`config.mk`:
```
export PLATFORM = sky130hd
export DESIGN_NAME = mips_mc_control_flat
export DESIGN_NICKNAME = d
export VERILOG_FILES = /design/src/rtl/mips_mc_control_if.sv /design/src/rtl/mips_mc_control.sv /design/src/flat_wrapper.sv
export SDC_FILE = /design/constraint.sdc
export NUM_CORES = 1
export LEC_CHECK = 0
export ABC_AREA = 1
export BUFFER_PORTS_ARGS = -buffer_cell sky130_fd_sc_hd__buf_4
export CORE_MARGIN = 2
export CORE_UTILIZATION = 40
export CTS_BUF_LIST = sky130_fd_sc_hd__clkbuf_16
export DETAILED_ROUTE_END_ITERATION = 12
export PLACE_DENSITY = 0.62
export SETUP_SLACK_MARGIN = 0.05
export SLEW_MARGIN = 10
export SYNTH_ARGS = -nofsm -noshare
export SYNTH_HDL_FRONTEND = slang
export SYNTH_SLANG_ARGS = --single-unit
```
`constraint.sdc`:
```
create_clock -name clk -period 2.04 [get_ports clk]
set_input_delay 0.612 -clock clk [delete_from_list [all_inputs] [get_ports clk]]
set_output_delay 0.612 -clock clk [all_outputs]
set_load 0.01 [all_outputs]
```
`src/rtl/mips_mc_control_if.sv`:
```
`default_nettype none
// ============================================================================
// Module   : mips_mc_control_if
// Brief    : Opcode/handshake inputs and datapath control outputs of the
//            multi-cycle MIPS controller.
// Revision : 1.0 - initial release
// ============================================================================
interface mips_mc_control_if;
    logic [5:0] Op;
    logic       MemReady;
    logic       PCWrite;
    logic       PCWriteCond;
    logic       IorD;
    logic       MemRead;
    logic       MemWrite;
    logic       MemtoReg;
    logic       IRWrite;
    logic       ALUSrcA;
    logic       RegWrite;
    logic       RegDst;
    logic       IllegalOp;
    logic [1:0] ALUOp;
    logic [1:0] ALUSrcB;
    logic [1:0] PCSource;
    logic [3:0] State;

    // The controller side drives the control word and reads opcode/handshake.
    modport master (
        input  Op, MemReady,
        output PCWrite, PCWriteCond, IorD, MemRead, MemWrite, MemtoReg,
               IRWrite, ALUSrcA, RegWrite, RegDst, IllegalOp,
               ALUOp, ALUSrcB, PCSource, State
    );

    modport slave (
        output Op, MemReady,
        input  PCWrite, PCWriteCond, IorD, MemRead, MemWrite, MemtoReg,
               IRWrite, ALUSrcA, RegWrite, RegDst, IllegalOp,
               ALUOp, ALUSrcB, PCSource, State
    );
endinterface
`default_nettype wire

```
`src/rtl/mips_mc_control.sv`:
```
`default_nettype none
// ============================================================================
// Module   : mips_mc_control
// Brief    : Multi-cycle MIPS control FSM. Optional addi support is enabled
//            by defining MIPS_MC_CONTROL_ADDI_EN.
// Revision : 1.0 - initial release
// ============================================================================
module mips_mc_control (
    input  wire logic         clk,
    input  wire logic         reset,
    mips_mc_control_if.master bus
);
    typedef enum logic [3:0] {
        FETCH   = 4'd0,
        DECODE  = 4'd1,
        MEMADR  = 4'd2,
        MEMRD   = 4'd3,
        MEMWB   = 4'd4,
        MEMWR   = 4'd5,
        EXEC    = 4'd6,
        RTYPEWB = 4'd7,
        BEQEX   = 4'd8,
        JEX     = 4'd9
`ifdef MIPS_MC_CONTROL_ADDI_EN
        ,
        ADDIEX  = 4'd10,
        ADDIWB  = 4'd11
`endif
    } state_t;

    localparam logic [5:0] OP_RTYPE = 6'h00;
    localparam logic [5:0] OP_J     = 6'h02;
    localparam logic [5:0] OP_BEQ   = 6'h04;
    localparam logic [5:0] OP_LW    = 6'h23;
    localparam logic [5:0] OP_SW    = 6'h2B;
`ifdef MIPS_MC_CONTROL_ADDI_EN
    localparam logic [5:0] OP_ADDI  = 6'h08;
`endif

    typedef struct packed {
        logic       pc_write;
        logic       pc_write_cond;
        logic       iord;
        logic       mem_read;
        logic       mem_write;
        logic       mem_to_reg;
        logic       alu_src_a;
        logic       reg_write;
        logic       reg_dst;
        logic [1:0] alu_op;
        logic [1:0] alu_src_b;
        logic [1:0] pc_source;
    } ctrl_t;

    state_t state_q;
    state_t state_d;
    ctrl_t  ctrl_q;

    // Pure Moore part of the control word; the MemReady/Op-dependent bits are added below.
    function automatic ctrl_t decode_state(input state_t s);
        ctrl_t c;
        c = '0;
        case (s)
            FETCH:   begin c.mem_read = 1'b1; c.alu_src_b = 2'b01; end
            DECODE:  c.alu_src_b = 2'b11;
            MEMADR:  begin c.alu_src_a = 1'b1; c.alu_src_b = 2'b10; end
            MEMRD:   begin c.mem_read = 1'b1; c.iord = 1'b1; end
            MEMWB:   begin c.reg_write = 1'b1; c.mem_to_reg = 1'b1; end
            MEMWR:   begin c.mem_write = 1'b1; c.iord = 1'b1; end
            EXEC:    begin c.alu_src_a = 1'b1; c.alu_op = 2'b10; end
            RTYPEWB: begin c.reg_write = 1'b1; c.reg_dst = 1'b1; end
            BEQEX:   begin
                c.alu_src_a     = 1'b1;
                c.alu_op        = 2'b01;
                c.pc_write_cond = 1'b1;
                c.pc_source     = 2'b01;
            end
            JEX:     begin c.pc_write = 1'b1; c.pc_source = 2'b10; end
`ifdef MIPS_MC_CONTROL_ADDI_EN
            ADDIEX:  begin c.alu_src_a = 1'b1; c.alu_src_b = 2'b10; end
            ADDIWB:  c.reg_write = 1'b1;
`endif
            default: c = '0;
        endcase
        return c;
    endfunction

    always_comb begin
        state_d = state_q;
        case (state_q)
            FETCH:   if (bus.MemReady) state_d = DECODE;
            DECODE: begin
                case (bus.Op)
                    OP_LW, OP_SW: state_d = MEMADR;
                    OP_RTYPE:     state_d = EXEC;
                    OP_BEQ:       state_d = BEQEX;
                    OP_J:         state_d = JEX;
`ifdef MIPS_MC_CONTROL_ADDI_EN
                    OP_ADDI:      state_d = ADDIEX;
`endif
                    default:      state_d = FETCH;
                endcase
            end
            MEMADR:  state_d = (bus.Op == OP_LW) ? MEMRD : MEMWR;
            MEMRD:   if (bus.MemReady) state_d = MEMWB;
            MEMWB:   state_d = FETCH;
            MEMWR:   if (bus.MemReady) state_d = FETCH;
            EXEC:    state_d = RTYPEWB;
            RTYPEWB: state_d = FETCH;
            BEQEX:   state_d = FETCH;
            JEX:     state_d = FETCH;
`ifdef MIPS_MC_CONTROL_ADDI_EN
            ADDIEX:  state_d = ADDIWB;
            ADDIWB:  state_d = FETCH;
`endif
            default: state_d = FETCH;
        endcase
    end

    // Control word is registered alongside the state so it is glitch-free.
    always_ff @(posedge clk) begin
        if (reset) begin
            state_q <= FETCH;
            ctrl_q  <= decode_state(FETCH);
        end else begin
            state_q <= state_d;
            ctrl_q  <= decode_state(state_d);
        end
    end

    logic w_fetch;
    logic w_decode;
    logic w_op_legal;
    logic w_run;

    assign w_fetch  = (state_q == FETCH);
    assign w_decode = (state_q == DECODE);
    assign w_run    = ~reset;

    always_comb begin
        case (bus.Op)
            OP_LW, OP_SW, OP_RTYPE, OP_BEQ, OP_J: w_op_legal = 1'b1;
`ifdef MIPS_MC_CONTROL_ADDI_EN
            OP_ADDI:                              w_op_legal = 1'b1;
`endif
            default:                              w_op_legal = 1'b0;
        endcase
    end

    // Reset forces every output low so no write enable can fire during reset.
    assign bus.PCWrite     = w_run & (ctrl_q.pc_write | (w_fetch & bus.MemReady));
    assign bus.IRWrite     = w_run & w_fetch & bus.MemReady;
    assign bus.IllegalOp   = w_run & w_decode & ~w_op_legal;
    assign bus.PCWriteCond = w_run & ctrl_q.pc_write_cond;
    assign bus.IorD        = w_run & ctrl_q.iord;
    assign bus.MemRead     = w_run & ctrl_q.mem_read;
    assign bus.MemWrite    = w_run & ctrl_q.mem_write;
    assign bus.MemtoReg    = w_run & ctrl_q.mem_to_reg;
    assign bus.ALUSrcA     = w_run & ctrl_q.alu_src_a;
    assign bus.RegWrite    = w_run & ctrl_q.reg_write;
    assign bus.RegDst      = w_run & ctrl_q.reg_dst;
    assign bus.ALUOp       = w_run ? ctrl_q.alu_op    : 2'b00;
    assign bus.ALUSrcB     = w_run ? ctrl_q.alu_src_b : 2'b00;
    assign bus.PCSource    = w_run ? ctrl_q.pc_source : 2'b00;
    assign bus.State       = w_run ? state_q          : 4'd0;
endmodule
`default_nettype wire

```
`src/flat_wrapper.sv`:
```
// flat-port wrapper written by rule: the top's interface ports become plain ports
module mips_mc_control_flat 
  (clk, reset, bus_Op, bus_MemReady, bus_PCWrite, bus_PCWriteCond, bus_IorD, bus_MemRead, bus_MemWrite, bus_MemtoReg, bus_IRWrite, bus_ALUSrcA, bus_RegWrite, bus_RegDst, bus_IllegalOp, bus_ALUOp, bus_ALUSrcB, bus_PCSource, bus_State);
  mips_mc_control_if bus_i ();
  input  wire logic clk;
  input  wire logic reset;
  input wire logic [$bits(bus_i.Op)-1:0] bus_Op;
  input wire logic [$bits(bus_i.MemReady)-1:0] bus_MemReady;
  output wire logic [$bits(bus_i.PCWrite)-1:0] bus_PCWrite;
  output wire logic [$bits(bus_i.PCWriteCond)-1:0] bus_PCWriteCond;
  output wire logic [$bits(bus_i.IorD)-1:0] bus_IorD;
  output wire logic [$bits(bus_i.MemRead)-1:0] bus_MemRead;
  output wire logic [$bits(bus_i.MemWrite)-1:0] bus_MemWrite;
  output wire logic [$bits(bus_i.MemtoReg)-1:0] bus_MemtoReg;
  output wire logic [$bits(bus_i.IRWrite)-1:0] bus_IRWrite;
  output wire logic [$bits(bus_i.ALUSrcA)-1:0] bus_ALUSrcA;
  output wire logic [$bits(bus_i.RegWrite)-1:0] bus_RegWrite;
  output wire logic [$bits(bus_i.RegDst)-1:0] bus_RegDst;
  output wire logic [$bits(bus_i.IllegalOp)-1:0] bus_IllegalOp;
  output wire logic [$bits(bus_i.ALUOp)-1:0] bus_ALUOp;
  output wire logic [$bits(bus_i.ALUSrcB)-1:0] bus_ALUSrcB;
  output wire logic [$bits(bus_i.PCSource)-1:0] bus_PCSource;
  output wire logic [$bits(bus_i.State)-1:0] bus_State;
  assign bus_i.Op = bus_Op;
  assign bus_i.MemReady = bus_MemReady;
  assign bus_PCWrite = bus_i.PCWrite;
  assign bus_PCWriteCond = bus_i.PCWriteCond;
  assign bus_IorD = bus_i.IorD;
  assign bus_MemRead = bus_i.MemRead;
  assign bus_MemWrite = bus_i.MemWrite;
  assign bus_MemtoReg = bus_i.MemtoReg;
  assign bus_IRWrite = bus_i.IRWrite;
  assign bus_ALUSrcA = bus_i.ALUSrcA;
  assign bus_RegWrite = bus_i.RegWrite;
  assign bus_RegDst = bus_i.RegDst;
  assign bus_IllegalOp = bus_i.IllegalOp;
  assign bus_ALUOp = bus_i.ALUOp;
  assign bus_ALUSrcB = bus_i.ALUSrcB;
  assign bus_PCSource = bus_i.PCSource;
  assign bus_State = bus_i.State;
  mips_mc_control u_core (.clk(clk), .reset(reset), .bus(bus_i));
endmodule
```
# After elaboration in Yosys (flattened, before gate mapping)
# Cells that the tools add are included.
[word_totals]
elab_cells = 80
register_bits = 19
out_inout_bits = 21
[classes]
mux = 23
n_bitwise = 17
eq_ne = 18
n_reduce_logical = 9
[op_table]
columns = ["op", "n"]
rows = [
  ["$eq 4x3->1 const B", 6],
  ["$pmux 4 s6", 1],
  ["$eq 4x2->1 const B", 4],
  ["$mux 4", 4],
  ["$pmux 4 s4", 1],
  ["$and 1x1->1", 14],
  ["$eq 6x6->1 const B", 2],
  ["$mux 1", 10],
  ["$eq 4x1->1 const B", 2],
  ["$eq 4x4->1 const B", 2],
  ["$logic_not 4->1", 2],
  ["$pmux 2 s2", 2],
  ["$reduce_or 2->1", 4],
  ["$eq 6x2->1 const B", 1],
  ["$eq 6x3->1 const B", 1],
  ["$logic_not 6->1", 1],
  ["$mux 2", 3],
  ["$pmux 2 s3", 1],
  ["$reduce_or 5->1", 1],
  ["$mux 3", 1],
  ["$reduce_or 3->1", 1],
  ["$not 1->1", 2],
  ["$or 1x1->1", 1],
]

# Logic depth before layout (Yosys ltp)
[logic_depth]
ltp_word = 7
depth_mapped = 11
depth_no_buf = 11

# Least setup slack after synthesis
# OpenSTA, ideal clock, no wires.
[synth_path]
kind = "input port to output port"
start = "in reset"
end = "out bus_ALUOp[0]"
slack_ns = 0.013
n_path_buf = 3
path_stages = 4
arrival_ns = 1.415
path_cell_list = "buf_2 -> clkbuf_1 -> nor2_1 -> buf_4"
[synth_between]
elab_chain_cells = 1
[synth_rtl]
columns = ["item", "line_no", "source"]
rows = [
  ["start: declaration", "flat_wrapper.sv:6", "input wire logic reset;"],
  ["$mux 2", "mips_mc_control.sv:162", "assign bus.ALUOp = w_run ? ctrl_q.alu_op : 2'b00;"],
  ["end: declaration", "flat_wrapper.sv:20", "output wire logic [$bits(bus_i.ALUOp)-1:0] bus_ALUOp;"],
]
# Every way passes these cells.

# Final worst setup path
[layout_path]
start = "in bus_Op[2]"
end = "out bus_IllegalOp"
[layout_between]
elab_chain_cells = 5
elab_cells_between_ends = 9
[layout_rtl]
columns = ["item", "line_no", "source"]
rows = [
  ["start: declaration", "flat_wrapper.sv:7", "input wire logic [$bits(bus_i.Op)-1:0] bus_Op;"],
  ["$eq 6x6->1 (tied with other cells)", "mips_mc_control.sv:141", "case (bus.Op)"],
  ["$reduce_or 5->1 (*)", "mips_mc_control.sv:141", ""],
  ["$mux 1 (*)", "mips_mc_control.sv:141", ""],
  ["$not 1->1 (*)", "mips_mc_control.sv:153", "assign bus.IllegalOp = w_run & w_decode & ~w_op_legal;"],
  ["$and 1x1->1 (*)", "mips_mc_control.sv:153", ""],
  ["end: declaration", "flat_wrapper.sv:19", "output wire logic [$bits(bus_i.IllegalOp)-1:0] bus_IllegalOp;"],
]
# Every way passes the cells marked *; elsewhere a longest branch is shown, timed or not.

==> results.toml <==
[logic_synthesis]
yosysSeqAreaShare_pct = 32.9
muxShareOfSynthArea_pct = 0
synth.area.top_cells = "dfxtp_1 (33%), nor2_1 (13%), inv_1 (12%), nand2_1 (10%), nand3_1 (4.6%)"
synth_top_family_by_area = "simple AND/OR/NAND/NOR gates"
async_reset_ff_share_pct = 0
synth-edff-count = 0
syn_nets = 164
yosys_warnings = 0
synth_top_area_share_pct = 32.9
synth_fa_ha_area_share_pct = 0
syn_inst = 155
yosysTopAreaCell = "dfxtp_1"
ys_types = 23
yosys.area_share.simple_pct = 46.1
yosys_most_used_dff = "dfxtp_1"
synth-seq-cells = 16
avgSynthCellArea_um2 = 6.28
syn_area_um2 = 973
synth_xor_xnor_area_share_pct = 0
synth_compound_area_share_pct = 4.11

[cells_and_area]
drive_above_1_share_pct = 38.5
n_antenna_cell = 0
instances_no_fill = 215
area_growth_pct = 40.0
design.final.nets = 198

[setup_path]
arrival_ps = 1330
worst_r2r_endpoint = "u_core.ctrl_q[8]"
crit_start = "bus_Op[2]"
path_class = "in -> out"
worstRegToRegCells = 9
crit_end = "bus_IllegalOp"
r2r_slack_ps = 660
required_ps = 1430
cp_max_fo = 5
worst_setup_path_end_kind = "output port"
reg2reg_from = "u_core.state_q[1]"
worstSetupStartpointType = "input port"

[drt]
viasPerCell = 4.43
routed_wl_mm = 2.09
drc_errors = 0
wl_per_cell_um = 9.73
ant_nets = 0
first_iter_violations = 10
vias = 952
drt_pre_antenna_iters = 4

[place]
place_inst = 208
gp_congestion = 0.826
place_hpwl_mm = 1.61
port_buffers = 29
pre_cts_slack_ps = 29.6

[sta]
fin_ws_ps = 95.2
period_share_pct = 95.3
worst_pin_slew_ps = 360
fin_crit_ps = 1940
finalMaxSlewViolations = 0
setup_violations = 0
max_freq_ghz = 0.514
holdWs_ps = 614
final.setup_skew_ps = 1.46
rsz0062_at_grt = "no"
relSlewSlack_pct = 75.9
hold_violations = 0
fin_setup_tns_ps = 0

[clock_network]
cts_tree = "done"
clkSinkCount = 16
cts_made_buffers = 3
path_clk_slew_ps = 40
clk_path_buf_depth = 2
cts_max_level = 1
ctsHoldBuffers = 0
root_buffer = "clkbuf_16"
clock_latency_ps = 240

[die]
initial_core_util_pct = 43.2
die_h_um = 53.3
die_x_um = 53.3
core-area_um2 = 2250
design.die.area_um2 = 2840
num_rows = 17
num_io_pins = 30

[grt]
grt_pass1_vias = 837
antenna_found_initial = 0
grt_max_degree = 29
grt_pass1_wl_mm = 3.52
grt_util_all_layers_pct = 17.0
grt-ovfl-total = 0

[job]
drv_cap = 0

[power]
power_uw = 781
cellLeakagePower_nw = 0.731
cellPowerDensity_nw_per_um2 = 573
peakVddDrop_mv = 0.394

[status]
status = "completed"

[worst_hold_path]
hp-class = "reg -> reg"
==> worst min-delay path by stage <==
stage / start / to / slack (ps) / cells past startpoint
2_1_floorplan: u_core.state_q[0] / u_core.ctrl_q[9] / 560 / 4
3_3_place_gp: u_core.state_q[0] / u_core.ctrl_q[9] / 610 / 4
3_5_place_dp: u_core.state_q[0] / u_core.ctrl_q[9] / 610 / 4
4_1_cts: u_core.state_q[0] / u_core.ctrl_q[9] / 620 / 4
5_1_grt: u_core.state_q[0] / u_core.ctrl_q[9] / 650 / 4
6_report: u_core.state_q[0] / u_core.ctrl_q[9] / 610 / 4
==> critical path, cell delays in order <==
cell     delay, ps
buf_4          120
nor2_2         200
nand3_1        120
nand2_2        100
nor3_2          50
buf_4          140
==> metrics by stage <==
stage                     instance area (um2)  utilization, %
final                                    1360            60.4
after global routing                     1360            60.4
after CTS                                1320            58.4
after detailed placement                 1220            54.2
after global placement                   1220            54.2
after floorplan                           976               -
==> sequential cells by signal (all words and copies together) (netlist names) <==
| name | count |
|---|---|
| u_core.ctrl_q | 12 |
| u_core.state_q | 4 |
==> layout make-up <==
cell class / count / area, um2
repair buffers: 34 / 275
clock buffers: 3 / 75.1
flip-flops and latches: 16 / 322
well taps: 28 / 35.0
multi-input cells: 98 / 519
fillers: 234 / 892
inverters: 36 / 136
==> power breakdown <==
part	internal [mW]	switching (mW)
logic	0.0434	0.0567
registers	0.319	0.00247
clock network	0.256	0.104
total	0.618	0.163
==> kinds of logic (layout without fill, tap and decap cells) <==
| group | count (synthesis) | after routing |
|---|---|---|
| buffers and inverters | 41 | 73 |
| and+or+nand+nor | 91 | 91 |
| DFF | 16 | 16 |
| AOI/OAI and AO/OA | 7 | 7 |
==> Yosys cell counts, types with 3 or more instances <==
library cell and count:
inv_2 4, nand3_1 9, inv_1 31, nand3_2 3, nor2_4 4, dfxtp_1 16
nor2_1 33, nand2_1 26, a21oi_1 4, nand2_2 5, nor2_2 6
==> placed cells by master, fill, tap and decap left out <==
cell        n
inv_1      30
clkbuf_16   3
dfxtp_1    15
buf_6       2
nand3_2     3
dfxtp_2     1
nand2_4     1
a21oi_1     4
nand3_1     9
o21ai_1     1
nor3_2      2
nor2_1     30
nor2_2      7
inv_2       5
nand2_1    23
nor2_4      6
buf_12      1
a31oi_1     1
clkinv_2    1
o21ai_2     1
and2_1      1
nand2_2     8
buf_4      31
nand4_1     1
==> what timing repair did <==
action,4_1_cts,5_1_grt
setup buffers,2,2
endpoints found under the setup margin,1,1
pin swaps,1,3
gates resized for setup,1,11
==> routing by layer <==
layer  share of wire, %  GRT usage, %
met2                 51          28.8
met5                  0             0
met1                 43          20.6
met4                2.2          8.12
met3                3.8          2.54
(Power assumes the default switching activity.)
